File: config.mk
export PLATFORM = sky130hd
export DESIGN_NAME = alu_uart_sequencer
export DESIGN_NICKNAME = d
export VERILOG_FILES = /design/src/rtl/alu_uart_sequencer.sv
export SDC_FILE = /design/constraint.sdc
export NUM_CORES = 1
export LEC_CHECK = 0
export ABC_AREA = 1
export BUFFER_PORTS_ARGS = -buffer_cell sky130_fd_sc_hd__buf_2
export CORE_UTILIZATION = 50
export CTS_CLUSTER_SIZE = 12
export DETAILED_ROUTE_END_ITERATION = 12
export PLACE_DENSITY = 0.78
export REMOVE_ABC_BUFFERS = 1
export SETUP_SLACK_MARGIN = 0.05
export SLEW_MARGIN = 15
export SYNTH_ARGS = -nofsm -noshare
export SYNTH_HDL_FRONTEND = slang
export SYNTH_SLANG_ARGS = --single-unit
File: constraint.sdc
create_clock -name i_clk -period 2.04 [get_ports i_clk]
set_input_delay 0.306 -clock i_clk [delete_from_list [all_inputs] [get_ports i_clk]]
set_output_delay 0.306 -clock i_clk [all_outputs]
set_load 0.05 [all_outputs]
File: src/rtl/alu_uart_sequencer.sv
// Frame sequencer between UART rx/tx and the ALU: loads A, B, OP from bytes,
// launches one transmit of the ALU result per frame. Ports: rx byte/strobe in,
// ALU result in, tx done in; ALU operands, tx byte/start, overrun, timeout out.
module alu_uart_sequencer #(
  parameter int NB_DATA    = 8,
  parameter int NB_OP      = 6,
  parameter int TIMEOUT    = 1_000_000,
  parameter int NB_TIMEOUT = 20
) (
  input  logic               i_clk,
  input  logic               i_reset,
  input  logic [NB_DATA-1:0] i_rx_data,
  input  logic               i_rx_done,
  input  logic [NB_DATA-1:0] i_alu_result,
  input  logic               i_tx_done,
  output logic [NB_DATA-1:0] o_data_a,
  output logic [NB_DATA-1:0] o_data_b,
  output logic [NB_OP-1:0]   o_op,
  output logic [NB_DATA-1:0] o_tx_data,
  output logic               o_tx_start,
  output logic               o_overrun,
  output logic               o_timeout
);

  typedef enum logic [2:0] {
    WAIT_A, WAIT_B, WAIT_OP, EXEC, WAIT_TX
  } state_t;

  localparam logic [NB_TIMEOUT-1:0] CNT_LAST =
    NB_TIMEOUT'(TIMEOUT - 1);

  state_t              state_q, state_d;
  logic [NB_DATA-1:0]  data_a_q, data_a_d;
  logic [NB_DATA-1:0]  data_b_q, data_b_d;
  logic [NB_OP-1:0]    op_q, op_d;
  logic [NB_DATA-1:0]  tx_data_q, tx_data_d;
  logic                tx_start_q, tx_start_d;
  logic                overrun_q, overrun_d;
  logic                timeout_q, timeout_d;
  logic [NB_TIMEOUT-1:0] cnt_q, cnt_d;
  logic                cnt_last;

  // A strobe on the terminal cycle takes priority over the abort.
  assign cnt_last = (cnt_q == CNT_LAST);

  always_ff @(posedge i_clk or posedge i_reset) begin
    if (i_reset) begin
      state_q    <= WAIT_A;
      data_a_q   <= '0;
      data_b_q   <= '0;
      op_q       <= '0;
      tx_data_q  <= '0;
      tx_start_q <= 1'b0;
      overrun_q  <= 1'b0;
      timeout_q  <= 1'b0;
      cnt_q      <= '0;
    end else begin
      state_q    <= state_d;
      data_a_q   <= data_a_d;
      data_b_q   <= data_b_d;
      op_q       <= op_d;
      tx_data_q  <= tx_data_d;
      tx_start_q <= tx_start_d;
      overrun_q  <= overrun_d;
      timeout_q  <= timeout_d;
      cnt_q      <= cnt_d;
    end
  end

  always_comb begin
    state_d = state_q;
    unique case (state_q)
      WAIT_A:  if (i_rx_done) state_d = WAIT_B;
      WAIT_B: begin
        if (i_rx_done)     state_d = WAIT_OP;
        else if (cnt_last) state_d = WAIT_A;
      end
      WAIT_OP: begin
        if (i_rx_done)     state_d = EXEC;
        else if (cnt_last) state_d = WAIT_A;
      end
      EXEC:    state_d = WAIT_TX;
      // The done strobe is only honoured once the request pulse is gone.
      WAIT_TX: if (i_tx_done && !tx_start_q) state_d = WAIT_A;
      default: state_d = WAIT_A;
    endcase
  end

  always_comb begin
    data_a_d   = data_a_q;
    data_b_d   = data_b_q;
    op_d       = op_q;
    tx_data_d  = tx_data_q;
    tx_start_d = 1'b0;
    overrun_d  = overrun_q;
    timeout_d  = 1'b0;
    cnt_d      = '0;
    unique case (state_q)
      WAIT_A: begin
        if (i_rx_done) data_a_d = i_rx_data;
      end
      WAIT_B: begin
        if (i_rx_done)     data_b_d  = i_rx_data;
        else if (cnt_last) timeout_d = 1'b1;
        else               cnt_d     = cnt_q + 1'b1;
      end
      WAIT_OP: begin
        if (i_rx_done)     op_d      = i_rx_data[NB_OP-1:0];
        else if (cnt_last) timeout_d = 1'b1;
        else               cnt_d     = cnt_q + 1'b1;
      end
      EXEC: begin
        tx_data_d  = i_alu_result;
        tx_start_d = 1'b1;
        if (i_rx_done) overrun_d = 1'b1;
      end
      WAIT_TX: begin
        if (i_rx_done) overrun_d = 1'b1;
      end
      default: ;
    endcase
  end

  assign o_data_a   = data_a_q;
  assign o_data_b   = data_b_q;
  assign o_op       = op_q;
  assign o_tx_data  = tx_data_q;
  assign o_tx_start = tx_start_q;
  assign o_overrun  = overrun_q;
  assign o_timeout  = timeout_q;

endmodule

* Yosys cells after proc, flatten, opt, wreduce, memory -nomap -nowiden *
Index checks and enable logic that the tools add are counted.
Widths: inputs -> output; s select.

operators by class
  add/subtract/negate cells = 1
  eq/ne operators = 7
  muxes and demuxes = 13
  reductions and logical operators = 10

operators by type and width
  kind                   number
  $mux 20                3
  $add 20x1->20 const B  1
  $eq 20x20->1 const B   1
  $mux 3                 5
  $pmux 3 s5             1
  $reduce_and 2->1       5
  $eq 3x2->1 const B     2
  $mux 1                 4
  $ne 2x2->1 const B     2
  $reduce_or 2->1        2
  $eq 3x1->1 const B     1
  $eq 3x3->1 const B     1
  $logic_not 3->1        1
  $logic_and 1x1->1      1
  $logic_not 1->1        1

storage, ports and cells
  register bits after elaboration = 56
  input bits = 20
  output and inout bits = 33
  logic and storage cells = 40

* Depth between registers and ports, before layout *
Gate-level depths: netlist of run 1.

  depth after elaboration = 4
  depth in mapped cells = 9

* Least setup slack after synthesis of run 1 *
OpenSTA, ideal clock, no wires.

  kind = reg-to-reg
  from = register cnt_q[0]
  to = register cnt_q[10]
  arrival = 1263 ps
  path slack = 656 ps
  stages on the path, launching flop included = 10
  clock period less this slack = 1384 ps
  cell sequence = dfrtp_1 > ha_1 > nand3_2 > nor2_1 > inv_1 > nor2_4 > nor2_4 > inv_2 > buf_6 > nor2_2

on the way
  word-level cells in the longest chain between the ends = 4
  elaborated cells on any way between the ends = 5
  classes of those cells = 1 x add/sub; 1 x eq/ne; 3 x mux

RTL lines
  item                                                  RTL line      RTL
  start: declaration                                    40            logic [NB_TIMEOUT-1:0] cnt_q, cnt_d;
  start signal: assignment                              66            cnt_q <= cnt_d;
  $add 20x1->20 / $eq 20x20->1 (equally long branches)  105, 110, 44
  $mux 20 *                                             104, 109
  $mux 20 *                                             108           if (i_rx_done) op_d = i_rx_data[NB_OP-1:0];
  $mux 20 *                                             n/a
  net cnt_d[10]                                         40

The timed path passes the listed nets; every way through them passes the cells marked *.
A chain may end at the register's enable or synchronous reset.

* Final worst setup path of run 1 *
  from = register cnt_q[0]
  to = register cnt_q[0]

The elaborated chain is that of the path after synthesis.

==> metrics.md, run 1 <==
| Metric | Value |
|---|---|
| Status | `complete, no violations` |
| DRC viols | `0` |
| Grt ovf | `0` |
| Detailed-route via count | `2,144` |
| Clock H-tree levels | `2` |
| PortBufs | `52` |
| Total Power | `4.336 mW` |
| Sequential area share after synthesis | `0.5429` |
| Via density | `4.895` |
| Critical path class | `flip-flop to flip-flop` |
| P_leak | `1.496 nW` |
| Initial antenna violation count | `0` |
| Antenna viol nets, final | `0` |
| Hold_sp | `i_alu_result[6]` |
| Max Cap Viol | `0` |
| FF+latch count, synth | `56` |
| Setup Viol. Count Final | `0` |
| Share of cells above drive strength 1 | `0.2318` |
| First-pass GRT wire length | `8811 um` |
| Startpoint class of the critical path | `flip-flop` |
| Clk_lat worst skew | `310 ps` |
| Total track usage | `0.2115` |
| Initial Util | `0.5324` |
| Die X | `73.85 um` |
| Most frequent cells in the layout | `91 x nand2_1, 56 x dfrtp_1, 52 x buf_2` |
| Hold WS | `186.5 ps` |
| Mean post-synth cell area | `8.273 sq um` |
| FP Rows | `25` |
| Req. time, crit path | `2230 ps` |
| Count of cell types in the netlist | `26` |
| Pwr per Cell Area | `1437 nW/um^2` |
| Worst-Margin Slew | `586.2 ps` |
| Crit share post-route | `0.7970` |
| RR Startpoint | `cnt_q[0]` |
| WL per Instance | `11.31 um` |
| Commonest non-fill, non-tap cell in the layout | `nand2_1` |
| DP Cell Count | `429` |
| Layout Nets | `391` |
| Worst ir drop on vdd | `0.0009885 V` |
| Ant. Diodes | `0` |
| CTS sink count | `56` |
| Total wire length | `4953 um` |
| Core ar. | `4848 sq um` |
| Critical path arrival | `1810 ps` |
| Layout Cells excl Fill | `438` |
| Gate Count Post-Synth | `312` |
| Clock Skew | `5.215 ps` |
| Crit end category | `flip-flop` |
| Final Max Tran Viols | `0` |
| Cell Area, Synth | `2581 sq um` |
| First-pass DRT Iterations | `4` |
| FMAX | `615.1 MHz` |
| Clock slew at reported path FFs | `100 ps` |
| Period minus WS final | `1626 ps` |
| Layout Utilization | `0.6222` |
| Min-delay worst type | `input pin to flip-flop` |
| CTS tree | `done` |
| RSZ-0062 raised after global routing | `no` |
| CTS Root Cell | `clkbuf_8` |
| Largest net degree at the start of global routing | `25` |
| Design area | `3017 sq um` |
| Cell Area, Placed | `2915 sq um` |
| DR iter-0 viols | `173` |
| Max_slew headroom | `0.6081` |
| Syn-to-layout area delta | `16.87%` |
| Setup WS pre-CTS | `431.0 ps` |
| Setup_tns | `0 ps` |
| Final hold violations | `0` |
| TritonCTS Buffers | `5` |
| Die height | `73.85 um` |
| Reg2reg end | `cnt_q[0]` |
| R2R depth | `8` |
| Yosys warns | `0` |
| Dpl hpwl | `3661 um` |
| FILL cells | `419` |
| Final WS setup | `414.1 ps` |
| Hold Path Depth | `3` |
| Flop2flop setup slack | `410 ps` |
| Post_cts resized | `0` |
| Max Buffers Root-to-Sink | `2` |
| Top-level I/O count | `53` |
| CP Max Fanout | `11` |
| Die ar. | `5454 sq um` |
| Worst hold endpoint | `o_tx_data[6]` |
| Via count of the first global-routing pass | `2,084` |
| Final GP Congestion | `0.9223` |
sequential cells by signal, indices dropped and copies added, names as in the netlist:
signal      count
o_overrun       1
o_data_a        8
o_data_b        8
o_tx_data       8
cnt_q          20
o_op            6
o_tx_start      1
o_timeout       1
state_q         3
power by group:
part | total (mW) | internal, mW | switching, mW
sequential | 1.64 | 1.44 | 0.199
combinational | 2.09 | 0.453 | 1.63
clock | 0.606 | 0.247 | 0.359
worst max-delay path, cell delays in order (launching register included):
cell and delay [ps]:
dfrtp_1 390, ha_1 220, nand3_2 130, nor2_1 170, inv_1 90, nor2_4 120
nor2_4 60, inv_2 240, nor2_1 70
final cells by class:
type	count	area, sq um	share of cell area
clock buffers	5	68.82	0.02281
clock inverters	3	22.52	0.007466
inverters	36	135.1	0.04479
multi-input cells	216	1020	0.3380
flip-flops and latches	56	1401	0.4645
well taps	67	83.83	0.02779
repair buffers	55	285.3	0.09457
layer usage:
metal / vias up / share of wire / track usage
met1: 996 / 0.47 / 0.2777
li1: 1081 / - / -
met4: 0 / 0.0085 / 0.05769
met3: 7 / 0.056 / 0.05761
met5: - / 0 / 0
met2: 60 / 0.47 / 0.3456
synth_stat cells, drive strengths merged:
cell,number,area [sq um]
nand2,96,372.9
nor2,60,280.3
dfrtp,56,1401
inv,35,131.4
o21ai,24,120.1
nand3,13,70.07
xor2,6,52.55
a21oi,3,15.01
buf,3,21.27
nand4,3,18.77
xnor2,3,26.28
nor4,2,12.51
a31oi,1,6.260
clkbuf,1,3.750
clkinv,1,3.750
ha,1,12.51
nand3b,1,7.510
nor3,1,10.01
nor3b,1,7.510
o21bai,1,7.510
logic make-up after synthesis:
logic type	after synthesis	share of synthesized area
AO/OA/AOI/OAI	29	0.05769
XOR/XNOR	9	0.03054
adder cells (fa/ha/maj)	1	0.004847
buffers and inverters	40	0.06204
flip-flops	56	0.5429
AND/OR/NAND/NOR	177	0.3020
worst max-delay path by stage:
stage | start | depth (start not counted) | slack [ps] | endpoint
floorplan | i_reset | 1 | 360 | cnt_q[0]
global placement | cnt_q[0] | 8 | 510 | cnt_q[0]
detailed placement | cnt_q[0] | 8 | 430 | cnt_q[0]
CTS | cnt_q[0] | 8 | 410 | cnt_q[0]
global route | cnt_q[0] | 8 | 290 | cnt_q[0]
finish | cnt_q[0] | 8 | 410 | cnt_q[0]
timing repair:
action / in CTS / in global routing
buffers inserted: 0 / 0
hold buffers: 1 / 0
endpoints found under the hold margin: 15 / 0
No activity file was read; power rests on OpenSTA's default activity.
==> inputs of run 2 (changes only) <==
Settings changed: ABC_AREA 1 to 0, CORE_UTILIZATION 50 to 48, PLACE_DENSITY 0.78 to 0.79.
Clock period 2.04 ns to 1.32 ns, I/O delays scaled along.
==> run 2 against run 1 <==
The run now ends with setup timing left. Sequential cell count stayed put. Global-route usage is 3.7 points higher. Via count is 3.9% lower. Synthesized area shrank 6.7%. Power grew 91%. Clock skew is 8.4 ps higher. Count of clock-buffer cells in the layout is 1 higher. Worst hold slack lost 110 ps. Routed wire length increased by 38%. Critical path type unchanged. Critical endpoint is now cnt_q[19]. Largest power group unchanged.
==> metrics.md, run 2 <==
| Metric | Value |
|---|---|
| Status | `complete, but fails checks` |
| Die height | `72.82 um` |
| CTS sink count | `56` |
| Setup Viol. Count Final | `56` |
| Design area | `3443 sq um` |
| FF+latch count, synth | `56` |
| Antenna viol nets, final | `0` |
| Clk_lat worst skew | `320 ps` |
| FMAX | `500.7 MHz` |
| Top_reg_cell synth | `dfrtp_1` |
| Clock Power Share | `0.126` |
| Largest net degree at the start of global routing | `57` |
| DP Cell Count | `366` |
| Via count of the first global-routing pass | `2,085` |
| Layout Cells excl Fill | `382` |
| Layout Nets | `334` |
| Most common cell in the netlist | `dfrtp_1` |
| Yosys warns | `0` |
| CP Max Fanout | `19` |
| P_leak | `1.633 nW` |
| Final hold violations | `0` |
| Critical path arrival | `2200 ps` |
| Most frequent cells in the layout | `53 x dfrtp_1, 52 x buf_2, 36 x buf_4` |
| Max Buffers Root-to-Sink | `2` |
| Seq pwr share | `0.330` |
| Startpoint class of the critical path | `flip-flop` |
| FILL cells | `309` |
| First-pass GRT wire length | `9887 um` |
| Net Switching | `3.964 mW` |
| RSZ-0062 raised after global routing | `yes` |
| Top-level I/O count | `53` |
| Syn-to-layout area delta | `43.04%` |
| Final GP Congestion | `0.8711` |
| Cell internal pwr | `4.330 mW` |
| Setup_tns | `-19,830 ps` |
| Gate Count Post-Synth | `212` |
| Hold WS | `73.85 ps` |
| Area leader, netlist | `dfrtp_1` |
| DRC viols | `0` |
| Critical path class | `flip-flop to flip-flop` |
| Clock H-tree levels | `2` |
| Clock slew at reported path FFs | `110 ps` |
| Total Power | `8.295 mW` |
| Min-delay worst type | `input pin to flip-flop` |
| Crit end category | `flip-flop` |
| Sw frac | `0.4779` |
| Max reg flops | `20` |
| Max Cap Viol | `0` |
| Commonest non-fill, non-tap cell in the layout | `dfrtp_1` |
| CTS tree | `done` |
| Initial antenna violation count | `1` |
| PortBufs | `52` |
| FP Rows | `25` |
| Crit share post-route | `1.513` |
| Pwr per Cell Area | `2409 nW/um^2` |
| Total wire length | `6836 um` |
| Die X | `72.82 um` |
| Core ar. | `4786 sq um` |
| Cell Area, Synth | `2407 sq um` |
| Via density | `5.393` |
| Worst ir drop on vdd | `0.002121 V` |
| Cell Area, Placed | `3068 sq um` |
| Synth top cells by count | `56 x dfrtp_1, 32 x nand2_1, 22 x mux2_2` |
| Synth area leaders | `dfrtp_1 58%, mux2_2 10%, nand2_1 5.0%, xnor2_1 4.0%, nor2_1 2.7%` |
| Initial Util | `0.5030` |
| Final WS setup | `-677.4 ps` |
| Period minus WS final | `1997 ps` |
| DR iter-0 viols | `113` |
| TritonCTS Buffers | `5` |
| WL per Instance | `17.90 um` |
| Post-synth top area share | `0.5821` |
| Failing checks | `setup timing` |
| Clock Skew | `13.57 ps` |
| Die ar. | `5303 sq um` |
| Mean post-synth cell area | `11.36 sq um` |
| Count of cell types in the netlist | `36` |
| Post-synth EDFFs | `0` |
| Detailed-route via count | `2,060` |
| CTS Root Cell | `clkbuf_8` |
| Req. time, crit path | `1520 ps` |
| Grt ovf | `0` |
| Total track usage | `0.2486` |
| Logic pwr share | `0.544` |
| Dpl hpwl | `3707 um` |
| Share of cells above drive strength 1 | `0.5064` |
| First-pass DRT Iterations | `4` |
| Ys async rst share | `1.000` |
| Top reg by flops | `cnt_q` |
| Final Max Tran Viols | `0` |
| Sequential area share after synthesis | `0.5821` |
| Worst-Margin Slew | `371.2 ps` |
| Max_slew headroom | `0.7518` |
run 2: changes by cell type after synthesis, sizes merged, moves of 4 or more:
cell / previous run / this run
nand2: 96 / 32
nor2: 60 / 17
inv: 35 / 5
mux2: 0 / 22
o21ai: 24 / 5
xnor2: 3 / 11
or3: 0 / 7
clkbuf: 1 / 7
nand3: 13 / 7
a21oi: 3 / 7
or4: 0 / 4
xor2: 6 / 2
run 2: stage by stage:
stage	util	setup slack, ps
after global placement	0.6410	-634.4
after detailed placement	0.6410	-705.1
after global routing	0.7190	-726.5
after floorplan	-	-663.3
final	0.7195	-677.4
after CTS	0.7017	-668.8
run 2: cell families after synthesis:
kind of cell,synth area share
AO/OA/AOI/OAI,0.04886
buffers and inverters,0.02495
adder cells (fa/ha/maj),0.005197
flip-flops,0.5821
multiplexers,0.1029
XOR/XNOR,0.04730
AND/OR/NAND/NOR,0.1887
run 2: path summary, 6_finish.rpt:
path | cells after the start | endpoint | startpoint | slack (ps)
max | 5 | cnt_q[19] | cnt_q[8] | -680
min | 3 | o_tx_data[7] | i_alu_result[7] | 70
max reg2reg | 5 | cnt_q[19] | cnt_q[8] | -680
min reg2reg | 2 | o_tx_data[7] | o_tx_data[7] | 500
max in group asynchronous | 4 | state_q[0] | i_reset | 600
min in group asynchronous | 4 | state_q[1] | i_reset | 470
run 2: layout make-up:
type	instances	area [sq um]	share of cell area
Timing Repair Buffer	101	701.9	0.2039
Tap cell	67	83.83	0.02435
Multi-Input combinational cell	142	1120	0.3252
Inverter	6	25.02	0.007267
Clock buffer	6	82.58	0.02398
Sequential cell	56	1405	0.4081
Antenna cell	1	2.502	0.0007267
Clock inverter	2	17.52	0.005087
Timing Repair inverter	1	5.005	0.001453
run 2: power by group through the flow:
| stage | logic, mW | clock network (mW) | registers, mW |
|---|---|---|---|
| finish | 4.51 | 1.05 | 2.74 |
| global placement | 3.59 | 0 | 2.59 |
| global route | 4.67 | 1.11 | 2.77 |
| CTS | 4.16 | 1.04 | 2.64 |
| detailed placement | 3.69 | 0 | 2.61 |
| floorplan | 0.880 | 0 | 4.32 |
run 2: timing repair:
item	4_1_cts	5_1_grt
cloned	1	0
hold endpoints to repair	56	0
buffers inserted	3	2
hold buffers	1	0
pin swaps	25	4
endpoints found under the setup margin	53	55
gates resized for setup	45	17
run 2: worst max-delay path, stage by stage, from the launching register on:
cell and delay (ps):
dfrtp_1 390, or4b_1 510, or4_4 590, o21bai_4 160, buf_12 170, a21oi_1 50
run 2: metal layers:
metal,GRT usage,vias up,share of wire
li1,-,932,-
met4,0.09150,0,0.036
met2,0.4413,80,0.52
met3,0.05801,20,0.050
met5,0,-,0
met1,0.2942,1028,0.40
==> inputs of run 3 (changes only) <==
Settings changed: TNS_END_PERCENT set to 20.
==> run 3 against run 2 <==
The flow still finishes with violations (setup timing). Design area shrank 4.3%. Non-clock buffer count is 5 lower. Die area stayed put. Critical path type unchanged.
==> metrics.md, run 3 (same netlist as run 2, synthesis figures left out) <==
| Metric | Value |
|---|---|
| Total track usage | `0.2361` |
| TritonCTS Buffers | `5` |
| Die height | `72.82 um` |
| CTS tree | `done` |
| Clk_lat worst skew | `320 ps` |
| First-pass DRT Iterations | `4` |
| Total Power | `7.740 mW` |
| DP Cell Count | `366` |
| Status | `complete, but fails checks` |
| Core ar. | `4786 sq um` |
| WL per Instance | `15.22 um` |
| Net Switching | `3.639 mW` |
| Clock slew at reported path FFs | `100 ps` |
| Setup Viol. Count Final | `44` |
| Final WS setup | `-665.0 ps` |
| DRC viols | `0` |
| Startpoint class of the critical path | `flip-flop` |
| Max Cap Viol | `0` |
| Commonest non-fill, non-tap cell in the layout | `dfrtp_1` |
| Flop2flop setup slack | `-660 ps` |
| Logic pwr share | `0.523` |
| Setup_tns | `-16,950 ps` |
| CTS sink count | `56` |
| Via count of the first global-routing pass | `2,006` |
| Top-level I/O count | `53` |
| CP Max Fanout | `19` |
| Die X | `72.82 um` |
| Initial Util | `0.5030` |
| Pwr per Cell Area | `2348 nW/um^2` |
| Final Max Tran Viols | `0` |
| RSZ-0062 raised after global routing | `yes` |
| Most frequent cells in the layout | `53 x dfrtp_1, 52 x buf_2, 38 x buf_4` |
| Max Buffers Root-to-Sink | `2` |
| Via density | `5.101` |
| Worst ir drop on vdd | `0.002166 V` |
| First-pass GRT wire length | `9425 um` |
| Setup WS pre-CTS | `-705.1 ps` |
| Ant. Diodes | `0` |
| Period minus WS final | `1985 ps` |
| Crit share post-route | `1.504` |
| FP Rows | `25` |
| Layout Cells excl Fill | `375` |
| Critical path class | `flip-flop to flip-flop` |
| Syn-to-layout area delta | `36.95%` |
| Final hold violations | `0` |
| Final GP Congestion | `0.8711` |
| Detailed-route via count | `1,913` |
| Grt ovf | `0` |
| Sw frac | `0.4702` |
| Layout Nets | `328` |
| Clock Power Share | `0.133` |
| Worst-Margin Slew | `347.2 ps` |
| Failing checks | `setup timing` |
| Critical path arrival | `2190 ps` |
| CTS Root Cell | `clkbuf_8` |
| Min-delay worst type | `input pin to flip-flop` |
| Max reg flops | `20` |
| Dpl hpwl | `3707 um` |
| Antenna viol nets, final | `0` |
| Total wire length | `5706 um` |
| Max_slew headroom | `0.7664` |
| DR iter-0 viols | `90` |
| Req. time, crit path | `1520 ps` |
| Seq pwr share | `0.344` |
| Die ar. | `5303 sq um` |
| Top reg by flops | `cnt_q` |
| FMAX | `503.8 MHz` |
| Share of cells above drive strength 1 | `0.4513` |
| Clock H-tree levels | `2` |
| Crit end category | `flip-flop` |
| Initial antenna violation count | `0` |
| Cell internal pwr | `4.101 mW` |
| PortBufs | `52` |
| Clock Skew | `13.12 ps` |
| Largest net degree at the start of global routing | `57` |
| P_leak | `1.574 nW` |
-- run 3: metal layers --
| layer | track usage | part of all wire | vias up |
|---|---|---|---|
| li1 | - | - | 916 |
| met1 | 0.2823 | 0.44 | 943 |
| met2 | 0.4372 | 0.53 | 47 |
| met3 | 0.04006 | 0.028 | 7 |
| met4 | 0.06536 | 0.011 | 0 |
| met5 | 0 | 0 | - |
-- run 3: layout make-up --
cell class | instances | area (sq um)
Timing Repair Buffer | 96 | 629.4
Clock buffer | 6 | 82.58
Clock inverter | 2 | 17.52
Inverter | 6 | 25.02
Tap cell | 67 | 83.83
Fill cell | 327 | 1489
Multi-Input combinational cell | 142 | 1054
Sequential cell | 56 | 1405
-- run 3: power groups by stage --
stage / registers (mW) / clock network [mW] / logic, mW
final: 2.66 / 1.03 / 4.05
after global routing: 2.71 / 1.09 / 4.23
after CTS: 2.61 / 1.04 / 3.94
after detailed placement: 2.61 / 0 / 3.69
after global placement: 2.59 / 0 / 3.59
after floorplan: 4.32 / 0 / 0.880
-- run 3: worst max-delay path: stages, from the launching register on --
cell	delay [ps]
dfrtp_1	400
or4b_1	500
or4_4	590
o21bai_4	150
buf_12	160
nor2_1	60
-- run 3: path summary, 6_finish.rpt --
check	from	end	cells past startpoint
min reg2reg	o_overrun	o_overrun	1
max	cnt_q[10]	cnt_q[7]	5
min in group asynchronous	i_reset	o_data_a[6]	4
max reg2reg	cnt_q[10]	cnt_q[7]	5
min	i_alu_result[7]	o_tx_data[7]	3
max in group asynchronous	i_reset	state_q[0]	4
-- run 3: metrics by stage --
| step | util | instance area (sq um) | hold slack [ps] |
|---|---|---|---|
| detailed placement | 0.6410 | 3068 | 273.0 |
| global route | 0.6889 | 3297 | 63.45 |
| finish | 0.6889 | 3297 | 70.91 |
| CTS | 0.6842 | 3274 | 70.12 |
| global placement | 0.6410 | 3068 | 270.9 |
| floorplan | - | 2370 | 303.4 |
-- run 3: timing repair --
item                                    in CTS  in global routing
setup buffers                                0                  0
hold buffers                                 1                  0
pin swaps                                   15                  2
endpoints found under the setup margin      53                 56
resized for setup                           26                  8
hold endpoints to repair                    56                  0
